### src/rtl/sa_az_sequencer_if.sv
// Signal bundle between the auto-zero sequencer and its controller/ADC side.
// The sequencer connects through the slave modport; the controller or bench drives through master.
interface sa_az_sequencer_if #(
  parameter int PC_W = 24
);
  logic            arm_i;
  logic [PC_W-1:0] p_clk_count_precharge;
  logic [3:0]      p_azmux_hi;
  logic [3:0]      p_azmux_lo;
  logic [1:0]      p_pc_sel;
  logic            adc_measure_valid_i;

  logic [3:0]      azmux_o;
  logic [1:0]      sw_pc_o;
  logic            adc_measure_trig_o;
  logic            meas_complete_o;
  logic [2:0]      status_o;
  logic [15:0]     pair_count_o;

  modport slave (
    input  arm_i,
    input  p_clk_count_precharge,
    input  p_azmux_hi,
    input  p_azmux_lo,
    input  p_pc_sel,
    input  adc_measure_valid_i,
    output azmux_o,
    output sw_pc_o,
    output adc_measure_trig_o,
    output meas_complete_o,
    output status_o,
    output pair_count_o
  );

  modport master (
    output arm_i,
    output p_clk_count_precharge,
    output p_azmux_hi,
    output p_azmux_lo,
    output p_pc_sel,
    output adc_measure_valid_i,
    input  azmux_o,
    input  sw_pc_o,
    input  adc_measure_trig_o,
    input  meas_complete_o,
    input  status_o,
    input  pair_count_o
  );
endinterface

### src/rtl/sa_az_sequencer.sv
// Auto-zero hi/lo pair sequencer: precharge, sample signal, settle, sample zero, repeat while armed.
// Every output is a flop whose next value is derived from the next state, so outputs track the state register.
module sa_az_sequencer #(
  parameter int          PC_W       = 24,
  parameter logic [3:0]  PARK_AZMUX = 4'b0000
) (
  input  logic                clk,
  input  logic                reset,
  sa_az_sequencer_if.slave    bus
);

  typedef enum logic [2:0] {
    ST_IDLE      = 3'd0,
    ST_PRECHARGE = 3'd1,
    ST_HI_SAMPLE = 3'd2,
    ST_SETTLE    = 3'd3,
    ST_LO_SAMPLE = 3'd4
  } state_e;

  // An illegal both-switches-closed select collapses to pc1 only.
  function automatic logic [1:0] pc_onehot(input logic [1:0] sel);
    logic [1:0] r;
    case (sel)
      2'b11:   r = 2'b01;
      default: r = sel;
    endcase
    return r;
  endfunction

  // Down-counter preload so a phase lasts max(n,1) cycles.
  function automatic logic [PC_W-1:0] count_preload(input logic [PC_W-1:0] n);
    logic [PC_W-1:0] r;
    if (n == {PC_W{1'b0}}) begin
      r = {PC_W{1'b0}};
    end else begin
      r = n - PC_W'(1);
    end
    return r;
  endfunction

  state_e          state_q, state_d;
  logic [PC_W-1:0] cnt_q, cnt_d;
  logic [PC_W-1:0] n_q, n_d;
  logic [3:0]      hi_q, hi_d;
  logic [3:0]      lo_q, lo_d;
  logic [1:0]      sel_q, sel_d;
  logic [3:0]      azmux_q, azmux_d;
  logic [1:0]      sw_q, sw_d;
  logic            trig_q, trig_d;
  logic            mc_q, mc_d;
  logic [2:0]      status_q, status_d;
  logic [15:0]     pair_q, pair_d;
  logic            enter_pc_s;
  logic            valid_ok_s;

  // trig_q is high exactly in the first cycle of a sample state, so it doubles as the ignore-valid window.
  assign valid_ok_s = bus.adc_measure_valid_i & ~trig_q;

  // Next-state, parameter latch and counter logic.
  always_comb begin
    state_d    = state_q;
    cnt_d      = cnt_q;
    n_d        = n_q;
    hi_d       = hi_q;
    lo_d       = lo_q;
    sel_d      = sel_q;
    mc_d       = 1'b0;
    pair_d     = pair_q;
    enter_pc_s = 1'b0;

    case (state_q)
      ST_IDLE: begin
        if (bus.arm_i) begin
          state_d    = ST_PRECHARGE;
          pair_d     = 16'd0;
          enter_pc_s = 1'b1;
        end else begin
          state_d    = ST_IDLE;
        end
      end
      ST_PRECHARGE: begin
        if (cnt_q == {PC_W{1'b0}}) begin
          state_d = ST_HI_SAMPLE;
        end else begin
          cnt_d   = cnt_q - PC_W'(1);
        end
      end
      ST_HI_SAMPLE: begin
        if (valid_ok_s) begin
          state_d = ST_SETTLE;
          cnt_d   = count_preload(n_q);
        end else begin
          state_d = ST_HI_SAMPLE;
        end
      end
      ST_SETTLE: begin
        if (cnt_q == {PC_W{1'b0}}) begin
          state_d = ST_LO_SAMPLE;
        end else begin
          cnt_d   = cnt_q - PC_W'(1);
        end
      end
      ST_LO_SAMPLE: begin
        if (valid_ok_s) begin
          mc_d   = 1'b1;
          pair_d = pair_q + 16'd1;
          if (bus.arm_i) begin
            state_d    = ST_PRECHARGE;
            enter_pc_s = 1'b1;
          end else begin
            state_d    = ST_IDLE;
          end
        end else begin
          state_d = ST_LO_SAMPLE;
        end
      end
      default: begin
        state_d = ST_IDLE;
      end
    endcase

    if (enter_pc_s) begin
      n_d   = bus.p_clk_count_precharge;
      hi_d  = bus.p_azmux_hi;
      lo_d  = bus.p_azmux_lo;
      sel_d = pc_onehot(bus.p_pc_sel);
      cnt_d = count_preload(bus.p_clk_count_precharge);
    end else begin
      n_d   = n_q;
    end
  end

  // Output decode from the next state so the registered outputs line up with the state register.
  always_comb begin
    azmux_d  = PARK_AZMUX;
    sw_d     = 2'b00;
    trig_d   = 1'b0;
    status_d = {1'b0, 1'b0, bus.arm_i};

    case (state_d)
      ST_IDLE: begin
        azmux_d = PARK_AZMUX;
      end
      ST_PRECHARGE: begin
        azmux_d     = hi_d;
        status_d[2] = 1'b1;
      end
      ST_HI_SAMPLE: begin
        azmux_d     = hi_d;
        sw_d        = sel_d;
        trig_d      = (state_q != ST_HI_SAMPLE);
        status_d[2] = 1'b1;
      end
      ST_SETTLE: begin
        azmux_d     = lo_d;
        status_d[2] = 1'b1;
        status_d[1] = 1'b1;
      end
      ST_LO_SAMPLE: begin
        azmux_d     = lo_d;
        trig_d      = (state_q != ST_LO_SAMPLE);
        status_d[2] = 1'b1;
        status_d[1] = 1'b1;
      end
      default: begin
        azmux_d = PARK_AZMUX;
      end
    endcase
  end

  // State, latched parameters and registered outputs.
  always_ff @(posedge clk) begin
    if (reset) begin
      state_q  <= ST_IDLE;
      cnt_q    <= {PC_W{1'b0}};
      n_q      <= {PC_W{1'b0}};
      hi_q     <= 4'd0;
      lo_q     <= 4'd0;
      sel_q    <= 2'b00;
      azmux_q  <= PARK_AZMUX;
      sw_q     <= 2'b00;
      trig_q   <= 1'b0;
      mc_q     <= 1'b0;
      status_q <= 3'b000;
      pair_q   <= 16'd0;
    end else begin
      state_q  <= state_d;
      cnt_q    <= cnt_d;
      n_q      <= n_d;
      hi_q     <= hi_d;
      lo_q     <= lo_d;
      sel_q    <= sel_d;
      azmux_q  <= azmux_d;
      sw_q     <= sw_d;
      trig_q   <= trig_d;
      mc_q     <= mc_d;
      status_q <= status_d;
      pair_q   <= pair_d;
    end
  end

  assign bus.azmux_o            = azmux_q;
  assign bus.sw_pc_o            = sw_q;
  assign bus.adc_measure_trig_o = trig_q;
  assign bus.meas_complete_o    = mc_q;
  assign bus.status_o           = status_q;
  assign bus.pair_count_o       = pair_q;

endmodule

### src/flat_wrapper.sv
// flat-port wrapper written by rule: the top's interface ports become plain ports
module sa_az_sequencer_flat 
#(
  parameter int          PC_W       = 24,
  parameter logic [3:0]  PARK_AZMUX = 4'b0000
)
  (clk, reset, bus_arm_i, bus_p_clk_count_precharge, bus_p_azmux_hi, bus_p_azmux_lo, bus_p_pc_sel, bus_adc_measure_valid_i, bus_azmux_o, bus_sw_pc_o, bus_adc_measure_trig_o, bus_meas_complete_o, bus_status_o, bus_pair_count_o);
  sa_az_sequencer_if #(.PC_W(PC_W)) bus_i ();
  input  logic clk;
  input  logic reset;
  input wire logic [$bits(bus_i.arm_i)-1:0] bus_arm_i;
  input wire logic [$bits(bus_i.p_clk_count_precharge)-1:0] bus_p_clk_count_precharge;
  input wire logic [$bits(bus_i.p_azmux_hi)-1:0] bus_p_azmux_hi;
  input wire logic [$bits(bus_i.p_azmux_lo)-1:0] bus_p_azmux_lo;
  input wire logic [$bits(bus_i.p_pc_sel)-1:0] bus_p_pc_sel;
  input wire logic [$bits(bus_i.adc_measure_valid_i)-1:0] bus_adc_measure_valid_i;
  output wire logic [$bits(bus_i.azmux_o)-1:0] bus_azmux_o;
  output wire logic [$bits(bus_i.sw_pc_o)-1:0] bus_sw_pc_o;
  output wire logic [$bits(bus_i.adc_measure_trig_o)-1:0] bus_adc_measure_trig_o;
  output wire logic [$bits(bus_i.meas_complete_o)-1:0] bus_meas_complete_o;
  output wire logic [$bits(bus_i.status_o)-1:0] bus_status_o;
  output wire logic [$bits(bus_i.pair_count_o)-1:0] bus_pair_count_o;
  assign bus_i.arm_i = bus_arm_i;
  assign bus_i.p_clk_count_precharge = bus_p_clk_count_precharge;
  assign bus_i.p_azmux_hi = bus_p_azmux_hi;
  assign bus_i.p_azmux_lo = bus_p_azmux_lo;
  assign bus_i.p_pc_sel = bus_p_pc_sel;
  assign bus_i.adc_measure_valid_i = bus_adc_measure_valid_i;
  assign bus_azmux_o = bus_i.azmux_o;
  assign bus_sw_pc_o = bus_i.sw_pc_o;
  assign bus_adc_measure_trig_o = bus_i.adc_measure_trig_o;
  assign bus_meas_complete_o = bus_i.meas_complete_o;
  assign bus_status_o = bus_i.status_o;
  assign bus_pair_count_o = bus_i.pair_count_o;
  sa_az_sequencer #(.PC_W(PC_W), .PARK_AZMUX(PARK_AZMUX)) u_core (.clk(clk), .reset(reset), .bus(bus_i));
endmodule
### config.mk
export PLATFORM = sky130hd
export DESIGN_NAME = sa_az_sequencer_flat
export DESIGN_NICKNAME = d
export VERILOG_FILES = /design/src/rtl/sa_az_sequencer_if.sv /design/src/rtl/sa_az_sequencer.sv /design/src/flat_wrapper.sv
export SDC_FILE = /design/constraint.sdc
export NUM_CORES = 1
export LEC_CHECK = 0
export ABC_AREA = 1
export CAP_MARGIN = 0
export CORE_MARGIN = 10
export CORE_UTILIZATION = 57
export DETAILED_ROUTE_END_ITERATION = 10
export PLACE_DENSITY = 0.89
export REMOVE_ABC_BUFFERS = 1
export SYNTH_ARGS = -nofsm -noshare
export SYNTH_HDL_FRONTEND = slang
export SYNTH_SLANG_ARGS = --single-unit
export TNS_END_PERCENT = 10
### constraint.sdc
create_clock -name clk -period 2.15 [get_ports clk]
set_input_delay 0.215 -clock clk [delete_from_list [all_inputs] [get_ports clk]]
set_output_delay 0.215 -clock clk [all_outputs]
set_load 0.01 [all_outputs]
==> impl_metrics.tcl <==
set metrics [dict create \
    cp_cell_sequence "inv_1, ha_1, nand2_1, nor2_4, nand3_4, nand2_4, nand3_4, buf_4, o21ai_0, inv_1, nand2_1, inv_1" \
    synth_top_area_share_pct 30.3 \
    synth_area_leaders "dfxtp_1 (30%), nand2_1 (16%), nor2_1 (11%)" \
    viasPerCell 5.56 \
    syn_area_mm2 0.00581 \
    vias 6590 \
    design_area_mm2 0.00707 \
    critical_path_buf_inv_count 4 \
    whs_ns 0.430 \
    numPortBuffers 64 \
    wirelength_mm 17.8 \
    timing.final.crit_period_ns 2.00 \
    clkLatencyLatePin_ns 0.37 \
    wl_per_cell_um 15.0 \
    postLayoutCoreUtil_pct 71.7 \
    critical_path_class "flip-flop to flip-flop" \
    grt_pass1_vias 6004 \
    h-tree-depth 3 \
    fmax_mhz 499 \
    syn_to_final_growth_pct 21.7 \
    fin_skew_ns 0.0103 \
    tns_ns 0 \
    path_delay_family "simple AND/OR/NAND/NOR gates" \
    mostFrequentLayoutCells "nand2_1 (245), nor2_1 (166), inv_1 (102)" \
    gp_congestion 1.02 \
    postPlaceCellArea_mm2 0.00682 \
    layout.nets 1091 \
    fp.dieH_um 121 \
    drc_errors 0 \
    grt.overflow.total 0 \
    crit_arrival_ns 2.28 \
    grt_pass1_wl_mm 28.6 \
    leakage_nw 3.28 \
    post-place-ws_ns -0.0222 \
    clk_pin_slew_worst_paths_ns 0.09 \
    dp_hpwl_mm 13.7 \
    fp.dieArea_mm2 0.0146 \
    yosysTopAreaCell "dfxtp_1" \
    final-hold-violation-count 0 \
    slew_viol_final 0 \
    p_per_area_mw_per_mm2 659 \
    max_slew_margin_pct 69.8 \
    async_flop_share_pct 0 \
    yosysWarningCount 0 \
    syn_avg_cell_area_um2 6.08 \
    fp-row-count 36 \
    hold_depth 3 \
    ir_drop_uv 407 \
    rsz0062_at_grt "no" \
    cts_buffer_depth 2 \
    ctsRootBufferMaster "clkbuf_8" \
    fin_crit_sh_pct 93.1 \
    ant_nets 0 \
    regArea_mm2 0.00176 \
    yosysUniqueCellTypes 40 \
    firstDrtPassIters 7 \
    antenna_found_initial 0 \
    worstHoldPathType "input pin to flip-flop" \
    synthFlopType "dfxtp_1" \
    cp.required_ns 2.43 \
    grt.total_usage_pct 23.6 \
    die_w_um 121 \
    clock-sinks 88 \
    io_pins 65 \
    multi_input_area_mm2 0.00348 \
    layout_commonest_cell "nand2_1" \
    cts_tree "done" \
    cp_slowest_stage_delay_ns 0.32 \
    setup_violations 0 \
    diodes 0 \
    fillers 813 \
    cp_max_fo 10 \
    max-cap-violations 0 \
    drtIter0Drc 757 \
    numCtsBuffers 9 \
    crit_top_cell "inv_1" \
    start_util_pct 58.9 \
    reg2reg_depth 12 \
    ctsHoldBuffers 0 \
    cp.depth 12 \
    drive_gt1_share_pct 9.40 \
    grt_max_degree 56 \
    syn_inst 956 \
    crit_path_top_delay_cell "dfxtp_1" \
    synth_seq_cells 88 \
    ys_seq_area_share_pct 30.3 \
    worst-slew-pin-transition_ns 0.449 \
    startpoint_type "flip-flop" \
    end_kind "flip-flop" \
    synth_edf_count 0 \
    setup_slack_ns 0.148 \
    outcome "finished, final reports clean" \
    core-area_mm2 0.00986 \
]
[timing repair]
action | 4_1_cts | 5_1_grt
buffers inserted | 0 | 2
gates resized for setup | 0 | 2
endpoints found under the setup margin | 0 | 10
[cell type report]
type,count,area share [%]
repair buffers,109,14.4
multi-input cells,732,49.1
flip-flops and latches,88,24.9
well taps,133,2.35
inverters,109,5.86
clock inverters,6,1.63
clock buffers,9,1.75
[tightest hold or removal path, stage by stage]
cell and delay, ns:
clkdlybuf4s50_1 0.39, nand2_1 0.06, a21oi_1 0.08
[registers in the layout (all words and copies together) (netlist names), 2 cells and up]
signal                   cells
u_core.bus.pair_count_o     16
u_core.lo_q                  4
u_core.bus.status_o          3
u_core.n_q                  24
u_core.sel_q                 2
u_core.cnt_q                24
u_core.bus.azmux_o           4
u_core.hi_q                  4
u_core.bus.sw_pc_o           2
u_core.state_q               3
[power by group]
part / internal, mW / leakage (nW) / total (mW) / switching (mW)
Clock: 0.774 / 0.116 / 1.42 / 0.643
Combinational: 0.514 / 2.44 / 1.39 / 0.873
Sequential: 1.75 / 0.723 / 1.86 / 0.111
[cells by family (layout without fill, tap and decap cells)]
kind of cell / count (synthesis) / after routing / share of synthesized area, %
compound gates: 137 / 137 / 12.6
xor+xnor: 23 / 23 / 3.47
fa+ha+maj: 4 / 4 / 0.861
buf+inv: 136 / 233 / 9.88
flops: 88 / 88 / 30.3
simple gates: 568 / 568 / 42.9
[path summary, 6_finish.rpt]
check | from | to | slack (ns)
worst max-delay path | u_core.cnt_q[0] | u_core.cnt_q[1] | 0.15
worst min-delay path | bus_p_azmux_lo[1] | u_core.lo_q[1] | 0.43
worst min register to register | u_core.lo_q[3] | u_core.lo_q[3] | 0.49
worst max register to register | u_core.cnt_q[0] | u_core.cnt_q[1] | 0.15
[cells in the mapped netlist, types with 3 or more instances]
library cell / count
xnor2_1: 3
o21ai_0: 63
nor2_4: 3
a21oi_1: 54
nand3_2: 6
nor3_1: 15
inv_1: 102
inv_2: 6
nand3_1: 79
nand4_1: 22
nand3b_1: 8
nand2_1: 245
o21ai_1: 7
o21bai_1: 6
buf_2: 7
ha_1: 4
nor2_2: 11
clkbuf_1: 13
nor2_1: 166
nand2_4: 3
xor2_1: 20
dfxtp_1: 88
buf_6: 5
[metrics by stage]
stage / std cells / total power, mW
after floorplan: 929 / 2.72
after global placement: 1169 / 3.19
after detailed placement: 1169 / 3.21
after CTS: 1184 / 4.60
after global routing: 1186 / 4.87
final: 1186 / 4.66
[layer usage]
layer / GRT usage, % / wire, um
met3: 3.49 / 1660
met2: 39.4 / 8370
met5: 0 / 0
met1: 30.4 / 7450
met4: 7.47 / 320
No activity file was read; power rests on OpenSTA's default activity.
